File: src/rtl/beta_mem_bridge.sv
// Memory-port bridge for the beta2 core: decodes ma into a synchronous RAM port
// and an I/O page (timer, interrupt controller, GPIO); read data returns one cycle later.
module beta_mem_bridge #(
   parameter int          RAM_AW    = 14,
   parameter logic [31:0] IO_BASE   = 32'h7FFFF000,
   parameter logic [30:0] VEC_RESET = 31'h00000008
) (
   input  logic              clk,
   input  logic              reset,
   input  logic [31:0]       ma,
   input  logic [31:0]       mdout,
   input  logic              mwe,
   output logic [31:0]       mdin,
   output logic              irq,
   output logic [30:0]       xadr,
   output logic [RAM_AW-1:0] ram_addr,
   output logic              ram_we,
   output logic [31:0]       ram_wdata,
   input  logic [31:0]       ram_rdata,
   input  logic              ext_evt,
   input  logic [15:0]       gpio_in,
   output logic [15:0]       gpio_out
);

   typedef enum logic [1:0] {SEL_NONE, SEL_RAM, SEL_IO} sel_t;

   localparam logic [2:0] OFF_CTRL   = 3'd0;
   localparam logic [2:0] OFF_RELOAD = 3'd1;
   localparam logic [2:0] OFF_COUNT  = 3'd2;
   localparam logic [2:0] OFF_STATUS = 3'd3;
   localparam logic [2:0] OFF_MASK   = 3'd4;
   localparam logic [2:0] OFF_VECTOR = 3'd5;
   localparam logic [2:0] OFF_GPO    = 3'd6;
   localparam logic [2:0] OFF_GPI    = 3'd7;

   // Registers
   sel_t        r_sel;
   logic [31:0] r_io_q;
   logic [2:0]  r_ctrl;
   logic [31:0] r_reload;
   logic [31:0] r_count;
   logic [1:0]  r_status;
   logic [1:0]  r_mask;
   logic [30:0] r_vector;
   logic [15:0] r_gpo;
   logic [15:0] r_gpi_s1, r_gpi_s2;
   logic        r_ext_s1, r_ext_s2, r_ext_d;
   logic        r_irq;

   // Wires
   logic        w_io_sel, w_ram_sel, w_io_hit, w_io_wr;
   logic [2:0]  w_off;
   logic        w_wr_ctrl, w_wr_reload, w_wr_count, w_wr_status;
   logic        w_wr_mask, w_wr_vector, w_wr_gpo;
   logic        w_en, w_auto, w_tmr_hit, w_ext_rise;
   logic [1:0]  w_set, w_clr;
   logic [31:0] w_io_rdata;
   logic        w_unused;

   // Supervisor bit and byte offset never take part in decode.
   assign w_unused = ^{ma[31], ma[1:0]};

   // ------------------------------------------------------------------
   // Decode
   // ------------------------------------------------------------------
   assign w_io_sel  = (ma[30:12] == IO_BASE[30:12]);
   assign w_ram_sel = ~w_io_sel & (ma[30:RAM_AW+2] == '0);
   assign w_io_hit  = w_io_sel & (ma[11:5] == 7'd0);
   assign w_io_wr   = mwe & w_io_hit;
   assign w_off     = ma[4:2];

   assign w_wr_ctrl   = w_io_wr & (w_off == OFF_CTRL);
   assign w_wr_reload = w_io_wr & (w_off == OFF_RELOAD);
   assign w_wr_count  = w_io_wr & (w_off == OFF_COUNT);
   assign w_wr_status = w_io_wr & (w_off == OFF_STATUS);
   assign w_wr_mask   = w_io_wr & (w_off == OFF_MASK);
   assign w_wr_vector = w_io_wr & (w_off == OFF_VECTOR);
   assign w_wr_gpo    = w_io_wr & (w_off == OFF_GPO);

   assign ram_addr  = ma[RAM_AW+1:2];
   assign ram_we    = mwe & w_ram_sel;
   assign ram_wdata = mdout;

   // ------------------------------------------------------------------
   // Timer
   // ------------------------------------------------------------------
   assign w_en      = r_ctrl[0];
   assign w_auto    = r_ctrl[2];
   assign w_tmr_hit = w_en & (r_count == 32'd0);

   always_ff @(posedge clk or posedge reset) begin
      if (reset) begin
         r_count <= '0;
      end else if (w_wr_count) begin
         r_count <= mdout;
      end else if (w_en) begin
         if (r_count != 32'd0)
            r_count <= r_count - 32'd1;
         else if (w_auto)
            r_count <= r_reload;
      end
   end

   // A CTRL write in the cycle of a one-shot expiry wins over the auto-clear of en.
   always_ff @(posedge clk or posedge reset) begin
      if (reset)
         r_ctrl <= '0;
      else if (w_wr_ctrl)
         r_ctrl <= {mdout[2], 1'b0, mdout[0]};
      else if (w_tmr_hit && !w_auto)
         r_ctrl[0] <= 1'b0;
   end

   // ------------------------------------------------------------------
   // Synchronizers
   // ------------------------------------------------------------------
   always_ff @(posedge clk or posedge reset) begin
      if (reset) begin
         r_ext_s1 <= 1'b0;
         r_ext_s2 <= 1'b0;
         r_ext_d  <= 1'b0;
         r_gpi_s1 <= '0;
         r_gpi_s2 <= '0;
      end else begin
         r_ext_s1 <= ext_evt;
         r_ext_s2 <= r_ext_s1;
         r_ext_d  <= r_ext_s2;
         r_gpi_s1 <= gpio_in;
         r_gpi_s2 <= r_gpi_s1;
      end
   end

   assign w_ext_rise = r_ext_s2 & ~r_ext_d;

   // ------------------------------------------------------------------
   // Status / interrupt controller
   // ------------------------------------------------------------------
   assign w_set = {w_ext_rise, w_tmr_hit};
   assign w_clr = w_wr_status ? mdout[1:0] : 2'b00;

   // Set is OR-ed after the clear so a coincident event survives the W1C.
   always_ff @(posedge clk or posedge reset) begin
      if (reset) begin
         r_status <= '0;
         r_irq    <= 1'b0;
      end else begin
         r_status <= (r_status & ~w_clr) | w_set;
         r_irq    <= |(r_status & r_mask);
      end
   end

   always_ff @(posedge clk or posedge reset) begin
      if (reset) begin
         r_reload <= '0;
         r_mask   <= '0;
         r_vector <= VEC_RESET;
         r_gpo    <= '0;
      end else begin
         if (w_wr_reload) r_reload <= mdout;
         if (w_wr_mask)   r_mask   <= mdout[1:0];
         if (w_wr_vector) r_vector <= mdout[30:0];
         if (w_wr_gpo)    r_gpo    <= mdout[15:0];
      end
   end

   assign irq      = r_irq;
   assign xadr     = r_vector;
   assign gpio_out = r_gpo;

   // ------------------------------------------------------------------
   // Read path
   // ------------------------------------------------------------------
   always_comb begin
      w_io_rdata = '0;
      if (w_io_hit) begin
         case (w_off)
            OFF_CTRL:   w_io_rdata = {29'd0, r_ctrl};
            OFF_RELOAD: w_io_rdata = r_reload;
            OFF_COUNT:  w_io_rdata = r_count;
            OFF_STATUS: w_io_rdata = {30'd0, r_status};
            OFF_MASK:   w_io_rdata = {30'd0, r_mask};
            OFF_VECTOR: w_io_rdata = {1'b0, r_vector};
            OFF_GPO:    w_io_rdata = {16'd0, r_gpo};
            OFF_GPI:    w_io_rdata = {16'd0, r_gpi_s2};
            default:    w_io_rdata = '0;
         endcase
      end
   end

   // Sampling pre-edge register values gives read-old-value on same-cycle writes.
   always_ff @(posedge clk or posedge reset) begin
      if (reset) begin
         r_sel  <= SEL_NONE;
         r_io_q <= '0;
      end else begin
         r_sel  <= w_io_sel ? SEL_IO : (w_ram_sel ? SEL_RAM : SEL_NONE);
         r_io_q <= w_io_rdata;
      end
   end

   always_comb begin
      mdin = '0;
      case (r_sel)
         SEL_RAM: mdin = ram_rdata;
         SEL_IO:  mdin = r_io_q;
         default: mdin = '0;
      endcase
   end

endmodule

File: config.mk
export PLATFORM = sky130hd
export DESIGN_NAME = beta_mem_bridge
export DESIGN_NICKNAME = d
export VERILOG_FILES = /design/src/rtl/beta_mem_bridge.sv
export SDC_FILE = /design/constraint.sdc
export NUM_CORES = 1
export LEC_CHECK = 0
export BUFFER_PORTS_ARGS = -buffer_cell sky130_fd_sc_hd__buf_4
export CORE_MARGIN = 2
export CORE_UTILIZATION = 50
export CTS_BUF_LIST = sky130_fd_sc_hd__clkbuf_8
export CTS_CLUSTER_DIAMETER = 200
export DETAILED_ROUTE_END_ITERATION = 8
export PLACE_DENSITY_LB_ADDON = 0.1
export SLEW_MARGIN = 20
export SYNTH_ARGS = -nofsm -noshare
export SYNTH_HDL_FRONTEND = slang
export SYNTH_SLANG_ARGS = --single-unit
File: constraint.sdc
create_clock -name clk -period 8.3 [get_ports clk]
set_clock_uncertainty 0.2 [all_clocks]
set_input_delay 1.66 -clock clk [delete_from_list [all_inputs] [get_ports clk]]
set_output_delay 1.66 -clock clk [all_outputs]
set_load 0.01 [all_outputs]
### Word-level counts from Yosys, hierarchy flattened

Cells that the tools add are included.

| operators by class | value |
|---|---|
| mux-type cells | 12 |
| equal/unequal tests | 10 |
| reduce and logical (&&, ||, !) cells | 12 |
| add/sub/neg operators | 1 |
| bitwise gates (word level) | 19 |

Operators with widths:

| operator | number |
|---|---|
| 32-bit case mux with 8 select lines | 1 |
| 32-bit two-way mux | 5 |
| 32-bit case mux with 2 select lines | 1 |
| 32-bit zero test | 1 |
| 32-bit nonzero test | 1 |
| 32-bit by 1-bit subtractor with 32-bit output, second input constant | 1 |
| 19-bit equality test, second input constant | 1 |
| 15-bit zero test | 1 |
| 1-bit AND | 13 |
| 3-bit equality test, second input constant | 4 |
| 7-bit zero test | 1 |
| 3-bit by 2-bit equality test with 1-bit output, second input constant | 2 |
| 2-bit AND | 2 |
| 2-bit two-way mux | 2 |
| 2-bit nonzero test | 2 |
| 3-bit by 1-bit equality test with 1-bit output, second input constant | 1 |
| 3-bit zero test | 1 |
| 1-bit two-way mux | 3 |
| 3-bit nonzero test | 1 |
| 2-bit by 1-bit equality test with 1-bit output, second input constant | 1 |
| 2-bit equality test, second input constant | 1 |
| 1-bit NOT | 2 |
| 2-bit NOT | 1 |
| 2-bit OR | 1 |
| 4 further kinds | 4 |

| storage, ports and cells | value |
|---|---|
| output and inout port bits | 127 |
| input port bits | 116 |
| register bits after elaboration | 187 |
| word-level logic and storage cells | 70 |

### Depth between registers and ports, before layout

Gate-level depths: netlist of run 1.

| depth | value |
|---|---|
| depth after elaboration | 8 |
| gate-level depth with buffers | 11 |
| depth with buffers taken out | 8 |

### Worst setup path after synthesis of run 1

Ideal clock, no wire load.

| timing | value |
|---|---|
| path kind | in2out |
| start | input port ma[22] |
| end | output port ram_we |
| cell stages on the path | 3 |
| path buffers | 0 |
| data required time | 6.440 ns |
| data arrival time | 2.256 ns |
| path slack | 4.184 ns |
| cells stage by stage | nor4_1 and4_1 and2_1 |

| between the ends | value |
|---|---|
| cells in the longest elaborated chain, start to end | 4 |

Ends and longest elaborated chain:

| element | line | source |
|---|---|---|
| start, declared | 10 | `input logic [31:0] ma,` |
| 19-bit equality test | 66 | `assign w_io_sel = (ma[30:12] == IO_BASE[30:12]);` |
| 1-bit NOT | 67 | `assign w_ram_sel = ~w_io_sel & (ma[30:RAM_AW+2] == '0);` |
| 1-bit AND * | 67 |  |
| 1-bit AND * | 81 | `assign ram_we = mwe & w_ram_sel;` |
| end, declared | 17 | `output logic ram_we,` |

Mark *: on every way between the ends. The rest lies on a longest branch, timed or not.

### Final worst setup path of run 1

| timing | value |
|---|---|
| start | input port ma[7] |
| end | register r_count[2] |

| between the ends | value |
|---|---|
| cells in the longest elaborated chain, start to end | 6 |

Ends and longest elaborated chain:

| element | line | source |
|---|---|---|
| 7-bit zero test * | 68 | `assign w_io_hit = w_io_sel & (ma[11:5] == 7'd0);` |
| 1-bit AND * | 68 |  |
| 1-bit AND * | 69 | `assign w_io_wr = mwe & w_io_hit;` |
| 1-bit AND * | 74 | `assign w_wr_count = w_io_wr & (w_off == OFF_COUNT);` |
| 3-bit nonzero test (no source line) or 2-bit nonzero test (tied branches) | n/a |  |
| 2-bit AND reduction (no source line) | n/a |  |
| end signal, assigned | 95 | `r_count <= mdout;` |
| end signal, assigned | 98 | `r_count <= r_count - 32'd1;` |
| end signal, assigned | 100 | `r_count <= r_reload;` |
| end, declared | 41 | `logic [31:0] r_count;` |

Marked as above.
A chain may end at the register's enable or synchronous reset.

==> impl_metrics.tcl, run 1 <==
set metrics [dict create \
    ys_ff_latch 187 \
    die_area_mm2 0.01983 \
    worst_setup_path_end_kind "flop" \
    arrival_ns 4.81 \
    clock-sinks 187 \
    routedWlPerCell_um 21.53 \
    maxSlewViolCount 0 \
    worst-path-buf-inv 1 \
    final_common_cell "buf_4" \
    slowest_delay_ns 0.91 \
    grt_pass1_wl_um 43010 \
    ant_nets 0 \
    synth_cell_types 60 \
    cts_tree "yes" \
    grt_max_degree 95 \
    rows 50 \
    slowest_stage "nand2_1" \
    drive_above_1_share_pct 36.62 \
    htreeDepth 4 \
    fmax_mhz 215.1 \
    diodes 0 \
    hold_path.class "flop to flop" \
    syn_area_mm2 0.009359 \
    drc 0 \
    synthCells 887 \
    start_kind "input pin" \
    cts_setup_buffers 0 \
    io-pin-count 243 \
    fin_nets 1171 \
    synth_edf_count 0 \
    setup_viol 0 \
    clockRootBuffer "clkbuf_8" \
    dp_hpwl_um 19450 \
    p_leak_nw 5.281 \
    ir_drop_mv 0.1230 \
    viasPerCell 6.031 \
    via_count 7834 \
    ys.warnings.count 0 \
    async_flop_share_pct 100.0 \
    floorplan.initialDensity_pct 50.54 \
    fillerInstances 1613 \
    syn-num-nets 1006 \
    drv_cap 0 \
    outcome "finished clean" \
    grt_setup_unrepaired "false" \
    crit_family "simple AND/OR/NAND/NOR gates" \
    syn_avg_cell_area_um2 10.55 \
    tightest_slew_ns 1.165 \
    synth_ff_type "dfrtp_1" \
    cts_hold_buffers 0 \
    die_h_um 140.8 \
    critical_path_required_ns 8.47 \
    yosysSeqAreaShare_pct 50.01 \
    period_share_pct 56.00 \
    grt_pass1_vias 7566 \
    cts.path.max_buffers 2 \
    slew_headroom_pct 21.88 \
    drt_iter0_drc 672 \
    die_w_um 140.8 \
    clkTransAtPathRegs_ns 0.10 \
    finalSetupTns_ns 0 \
    insertion_delay_ns 0.47 \
    drt_wl_total_um 27970 \
    grt-ovfl-total 0 \
    worstPathCellList "buf_4 -> or4_1 -> nor4_4 -> nand4_1 -> nand2_1 -> o31ai_1 -> a221o_1" \
    grt_use_total_pct 28.35 \
    syn2layout_area_growth_pct 21.71 \
    final_cell_mix "buf_4, dfrtp_1, nor2_1" \
    gp_congestion 0.8667 \
    power_density_mw_per_mm2 149.0 \
    path_class "input pin to flop" \
    core-area_mm2 0.01852 \
    antenna_found_initial 1 \
    power_mw 1.697 \
    numCtsBuffers 17 \
    crit_fanout 18 \
    firstDrtPassIters 5 \
    cts_resized 0 \
    min_period_ns 4.648 \
    hold_violations 0 \
    numPortBuffers 239 \
]
## flip-flops by register name, summed over array words and instances (netlist names), 16 cells and up
| register | cells |
|---|---|
| r_reload | 32 |
| r_gpi_s1 | 16 |
| gpio_out | 16 |
| r_gpi_s2 | 16 |
| r_io_q | 32 |
| xadr | 31 |
| r_count | 32 |
## final timing paths
check,from,to,slack [ns],depth (start not counted)
hold / removal,r_gpi_s1[7],r_gpi_s2[7],0.15,0
max in group asynchronous,reset,r_reload[21],5.58,3
setup reg to reg,r_count[0],r_count[2],4.31,9
setup / recovery,ma[7],r_count[2],3.65,7
min in group asynchronous,reset,r_ext_s1,1.15,2
hold reg to reg,r_gpi_s1[7],r_gpi_s2[7],0.15,0
## routing by layer
metal	up-vias	global-route usage [%]	part of all wire, %
met2	391	45.21	47
met3	37	6.148	8.5
met4	0	9.105	1.7
met5	-	0	0
li1	3534	-	-
met1	3872	39.03	42
## stage by stage
| stage | setup slack (ns) | hold WS, ns | utilization (%) | instance area, um^2 | std cells |
|---|---|---|---|---|---|
| final | 3.652 | 0.1505 | 61.51 | 11390 | 1299 |
| after global routing | 3.544 | 0.1663 | 61.51 | 11390 | 1299 |
| after CTS | 3.708 | 0.1571 | 61.46 | 11380 | 1299 |
| after detailed placement | 3.210 | 0.1347 | 59.21 | 10960 | 1267 |
| after global placement | 3.302 | 0.1322 | 59.21 | 10960 | 1267 |
| after floorplan | 1.356 | 0.1312 | - | 9359 | 887 |
## power by group
group | leakage (nW) | switching [mW] | total [mW] | internal, mW
Clock | 0.214 | 0.333 | 0.641 | 0.308
Combinational | 2.65 | 0.0749 | 0.136 | 0.0606
Sequential | 2.42 | 0.00233 | 0.921 | 0.919
## kinds of logic (layout without fill, tap and decap cells)
family | Yosys count | after routing | synth area share (%)
and+or+nand+nor | 251 | 251 | 13.41
adders and majority gates | 3 | 3 | 0.4011
xor gates and xnor gates | 16 | 16 | 1.497
muxes | 105 | 105 | 12.58
AOI/OAI and AO/OA | 207 | 207 | 15.27
DFF | 187 | 187 | 50.01
buffers and inverters | 118 | 296 | 6.832
## Yosys cell counts (all sizes together), types with 5 or more instances
cell type	number	share of area [%]
a221o	15	1.6
nand3	23	1.2
nor3	14	0.75
a211oi	11	0.88
a21oi	64	3.4
a31oi	5	0.33
clkbuf	43	1.7
mux2i	13	1.4
o21ai	19	1.0
inv	12	0.48
dfrtp	186	50
xnor2	10	0.94
and4	5	0.47
nor4	16	1.2
a221oi	7	0.66
nor2	108	4.4
xor2	6	0.56
a22oi	64	5.1
nand4	14	0.94
nand2	30	1.2
mux2	91	11
buf	63	4.6
and3	6	0.40
and2	9	0.60
or4	5	0.48
## cell type report
| cell class | count | area (um^2) | area share [%] |
|---|---|---|---|
| Sequential cell | 187 | 4681 | 41.09 |
| Multi-Input combinational cell | 582 | 4059 | 35.63 |
| Timing Repair Buffer | 252 | 1892 | 16.61 |
| Tap cell | 234 | 292.8 | 2.570 |
| Clock buffer | 18 | 247.7 | 2.175 |
| Clock inverter | 14 | 168.9 | 1.483 |
| Inverter | 12 | 50.05 | 0.4394 |
Power figures use the tool's default switching activity.
==> inputs of run 2 (changes only) <==
- clock period: 8.3 -> 4.8 ns (I/O delays scaled with it)
==> run 2 against run 1 <==
  * Die area did not move
  * Global-route usage rose by 0.071 points
  * Highest routed layer unchanged
  * Register-to-register slack got worse by 2.9 ns
  * Clock-buffer cell count did not move
  * Design area rose by 0.85%
  * Non-clock buffer count rose by 8
  * Sequential share of layout area fell by 0.34 points
  * Total power rose by 77%
  * Largest power group unchanged
  * Critical path type is now flop to flop
  * Routed wire length rose by 0.25%
  * Clock power rose by 83%
  * Worst setup slack got worse by 2.2 ns
==> impl_metrics.tcl, run 2 (synthesis gave the netlist of run 1 again) <==
set metrics [dict create \
    outcome "finished clean" \
    worst_setup_path_end_kind "flop" \
    numPortBuffers 239 \
    final_common_cell "buf_4" \
    cts_tree "yes" \
    p_leak_nw 5.324 \
    rows 50 \
    numCtsBuffers 17 \
    insertion_delay_ns 0.48 \
    core-area_mm2 0.01852 \
    cts_resized 0 \
    power_density_mw_per_mm2 261.0 \
    firstDrtPassIters 5 \
    fillerInstances 1573 \
    fin_nets 1179 \
    die_h_um 140.8 \
    drt_wl_total_um 28040 \
    critical_path_required_ns 5.02 \
    power_mw 2.998 \
    hold_violations 0 \
    fmax_mhz 296.3 \
    crit_path_start "r_count[0]" \
    drt_iter0_drc 688 \
    grt_setup_unrepaired "false" \
    slew_headroom_pct 35.63 \
    cts.path.max_buffers 2 \
    period_share_pct 70.30 \
    drc 0 \
    via_count 7846 \
    grt_max_degree 114 \
    setup_viol 0 \
    gp_congestion 0.9065 \
    ant_nets 0 \
    clock-sinks 187 \
    reg2reg_from "r_count[0]" \
    drive_above_1_share_pct 37.07 \
    tightest_slew_ns 0.9656 \
    grt_pass1_wl_um 43360 \
    min_period_ns 3.374 \
    floorplan.initialDensity_pct 50.54 \
    grt_use_total_pct 28.42 \
    hold_path.class "flop to flop" \
    finalSetupTns_ns 0 \
    dp_hpwl_um 19860 \
    routedWlPerCell_um 21.49 \
    ir_drop_mv 0.2006 \
    viasPerCell 6.012 \
    clkTransAtPathRegs_ns 0.10 \
    htreeDepth 4 \
    die_area_mm2 0.01983 \
    grt_pass1_vias 7754 \
    final_cell_mix "buf_4, dfrtp_1, nor2_1" \
    crit_fanout 7 \
    io-pin-count 243 \
    cts_hold_buffers 0 \
    diodes 0 \
    start_kind "flop" \
    arrival_ns 3.60 \
    die_w_um 140.8 \
    reg2reg_slack_ns 1.43 \
    cts_setup_buffers 0 \
    reg.largest.list "r_count (32), r_io_q (32), r_reload (32)" \
    path_class "flop to flop" \
    maxSlewViolCount 0 \
    clockRootBuffer "clkbuf_8" \
    antenna_found_initial 0 \
    drv_cap 0 \
    grt-ovfl-total 0 \
    hp-start "r_gpi_s1[7]" \
    syn2layout_area_growth_pct 22.74 \
]
==> run 2: power breakdown <==
part,switching [mW],internal (mW)
registers,0.00438,1.59
logic,0.130,0.107
clock network,0.584,0.583
==> run 2: critical path, cell delays in order (launching register included) <==
cell     delay (ns)
dfrtp_1        0.49
inv_1          0.12
ha_1           0.20
or3b_1         0.48
or4_4          0.58
o41ai_2        0.63
nand2_1        0.30
o31ai_1        0.14
a221o_1        0.18
==> run 2: per-stage QoR <==
step	utilization (%)	instance area, um^2	worst slack (ns)	instances	hold slack, ns
6_report	62.03	11490	1.426	1305	0.1495
5_1_grt	62.03	11490	1.172	1305	0.1323
4_1_cts	62.01	11480	1.281	1305	0.1408
3_5_place_dp	59.66	11050	1.079	1275	0.1381
3_3_place_gp	59.66	11050	1.115	1275	0.1317
2_1_floorplan	-	9363	1.234	887	0.1312
==> run 2: final timing paths <==
check | to | cells past startpoint
setup / recovery | r_count[6] | 8
min in group asynchronous | r_gpi_s1[5] | 2
hold / removal | r_gpi_s2[7] | 0
max in group asynchronous | r_reload[28] | 3
setup reg to reg | r_count[6] | 8
hold reg to reg | r_gpi_s2[7] | 0
==> run 2: per-layer routing <==
| layer | GRT usage [%] | vias to the layer above | share of wire (%) |
|---|---|---|---|
| met5 | 0 | - | 0 |
| met4 | 9.789 | 0 | 2.4 |
| met3 | 7.575 | 54 | 9.1 |
| met2 | 44.49 | 396 | 47 |
| met1 | 38.64 | 3850 | 42 |
| li1 | - | 3546 | - |
==> run 2: area by class of cell <==
class                   count  area [um^2]  share of cell area [%]
flip-flops and latches    187         4681                   40.75
multi-input cells         582         4054                   35.29
repair buffers            260         1977                   17.21
well taps                 234        292.8                   2.549
clock buffers              18        247.7                   2.157
clock inverters            12        186.4                   1.623
inverters                  12        48.80                  0.4248
==> inputs of run 3 (changes only) <==
- clock period: 4.8 -> 3 ns (I/O delays scaled with it)
==> run 3 against run 2 <==
  * Via count grew 3.7%
  * Sequential share of layout area shrank 1.8 points
  * Design area grew 4.5%
  * Maximum frequency grew 19%
  * Register-to-register slack lost 1.3 ns
  * Clock power grew 53%
  * Routed wire length grew 1.5%
  * First-iteration DRC count shrank 10%
  * Critical path type unchanged
  * Largest cell class unchanged
  * Largest power group unchanged
  * Highest routed layer unchanged
==> impl_metrics.tcl, run 3 (synthesis gave the netlist of run 1 again) <==
set metrics [dict create \
    routedWlPerCell_um 20.88 \
    drc 0 \
    outcome "finished clean" \
    grt-ovfl-total 0 \
    final_cell_mix "buf_4, dfrtp_1, nor2_1" \
    hold_path.class "input pin to flop" \
    ir_drop_mv 0.2951 \
    min_period_ns 2.844 \
    cts_tree "yes" \
    p_comb_share_pct 8.3 \
    grt_pass1_vias 7644 \
    worst-path-buf-inv 3 \
    core-area_mm2 0.01852 \
    dp_hpwl_um 20470 \
    gp_congestion 0.8920 \
    setup_slack_ns 0.1555 \
    slowest_delay_ns 0.51 \
    die_h_um 140.8 \
    power_frac_seq_pct 53.8 \
    clockRootBuffer "clkbuf_8" \
    maxSlewViolCount 0 \
    start_kind "flop" \
    grt_use_total_pct 28.53 \
    drive_above_1_share_pct 39.77 \
    antenna_found_initial 0 \
    power.switching_mw 1.174 \
    die_area_mm2 0.01983 \
    rows 50 \
    grt_max_degree 115 \
    hold_violations 0 \
    syn2layout_area_growth_pct 28.32 \
    numCtsBuffers 17 \
    fin_nets 1235 \
    fillerInstances 1548 \
    sw_frac_of_total_pct 24.77 \
    firstDrtPassIters 5 \
    clkPwrFrac_pct 37.9 \
    crit_family "simple AND/OR/NAND/NOR gates" \
    slowest_stage "or4_4" \
    slew_headroom_pct 58.50 \
    drt_iter0_drc 616 \
    grt_setup_unrepaired "false" \
    setup_viol 0 \
    power_density_mw_per_mm2 394.5 \
    numPortBuffers 239 \
    viasPerCell 5.970 \
    p_int_mw 3.564 \
    cts.path.max_buffers 2 \
    arrival_ns 3.04 \
    insertion_delay_ns 0.47 \
    reg.largest.list "r_count (32), r_io_q (32), r_reload (32)" \
    final_common_cell "buf_4" \
    drv_cap 0 \
    htreeDepth 4 \
    grt_pass1_wl_um 43570 \
    tightest_slew_ns 0.6225 \
    die_w_um 140.8 \
    worstPathCellList "inv_1 -> ha_1 -> or3b_1 -> or4_4 -> buf_4 -> o41ai_2 -> buf_4 -> nand2_1 -> a31oi_1" \
    grtUsageMet3_pct 5.027 \
    gr-usage-met2_pct 45.13 \
    ant_nets 0 \
    worst_setup_path_end_kind "flop" \
    drt_wl_total_um 28460 \
    finalSetupTns_ns 0 \
    postLayoutCoreUtil_pct 64.85 \
    via_count 8137 \
    fmax_mhz 351.6 \
    clkTransAtPathRegs_ns 0.10 \
    diodes 0 \
    crit_fanout 5 \
    place_ws_ns -0.02336 \
    globalRouteMet1Util_pct 40.71 \
    p_leak_nw 5.623 \
    path_class "flop to flop" \
    critical_path_required_ns 3.19 \
    period_share_pct 94.82 \
    cpMostUsedCell "buf_4" \
    clock-sinks 187 \
    grt_most_used_layer "met2" \
    floorplan.initialDensity_pct 50.54 \
    io-pin-count 243 \
]
run 3: changes by cell type in the layout (fill, tap and decap cells not counted), sizes merged:
cell	delta
clkbuf	-1
bufinv	-1
clkinv	+1
dlygate4sd3	+4
buf	+52
inv	+3
run 3: stage by stage:
| step | hold WS (ns) | total power [mW] | std cells | cell area (um^2) |
|---|---|---|---|---|
| 6_report | 0.02621 | 4.737 | 1363 | 12010 |
| 4_1_cts | 0.002469 | 4.763 | 1355 | 11910 |
| 3_5_place_dp | 0.1347 | 2.990 | 1323 | 11490 |
| 2_1_floorplan | 0.1312 | 2.771 | 887 | 9363 |
| 5_1_grt | 0.001753 | 4.888 | 1363 | 12010 |
| 3_3_place_gp | 0.1319 | 2.985 | 1323 | 11490 |
run 3: worst reg2reg max path, delay by kind of cell, from the launching register on:
family	cells	cell delay [ns]
AO/OA/AOI/OAI	2	0.51
buffers and inverters	3	0.48
flip-flops	1	0.39
adder cells (fa/ha/maj)	1	0.18
AND/OR/NAND/NOR	3	1.01
run 3: cell type report:
type                       count  area [um^2]  area share [%]
tap                          234        292.8           2.438
clock buffer                  17        234.0           1.948
sequential                   187         4681           38.98
timing repair buffer         316         2507           20.88
multi-input combinational    582         4058           33.79
inverter                      12        48.80          0.4063
clock inverter                15        187.7           1.563
run 3: path summary, 6_finish.rpt:
kind / start / endpoint / slack (ns) / cells after the start
max: r_count[0] / r_count[20] / 0.16 / 9
min: ext_evt / r_ext_s1 / 0.03 / 1
max reg2reg: r_count[0] / r_count[20] / 0.16 / 9
min reg2reg: r_gpi_s1[14] / r_gpi_s2[14] / 0.16 / 0
max in group asynchronous: reset / r_reload[27] / 2.01 / 3
min in group asynchronous: reset / gpio_out[5] / 0.05 / 3
run 3: layer usage:
layer	wire length (um)	vias up
li1	-	3665
met1	12260	4028
met2	13420	406
met3	2268	38
met4	511	0
met5	0	-
run 3: power groups by stage:
stage	clock network, mW	logic, mW	registers [mW]
after global placement	0	0.388	2.60
after global routing	1.91	0.424	2.55
after floorplan	0	0.173	2.60
after detailed placement	0	0.390	2.60
final	1.79	0.393	2.55
after CTS	1.82	0.392	2.55
run 3: repair_timing:
action                                  in CTS  in global routing
gates resized for setup                      0                  3
endpoints found under the hold margin        0                  4
hold buffers                                 0                  4
endpoints found under the setup margin       0                 18
buffers inserted                             0                  4
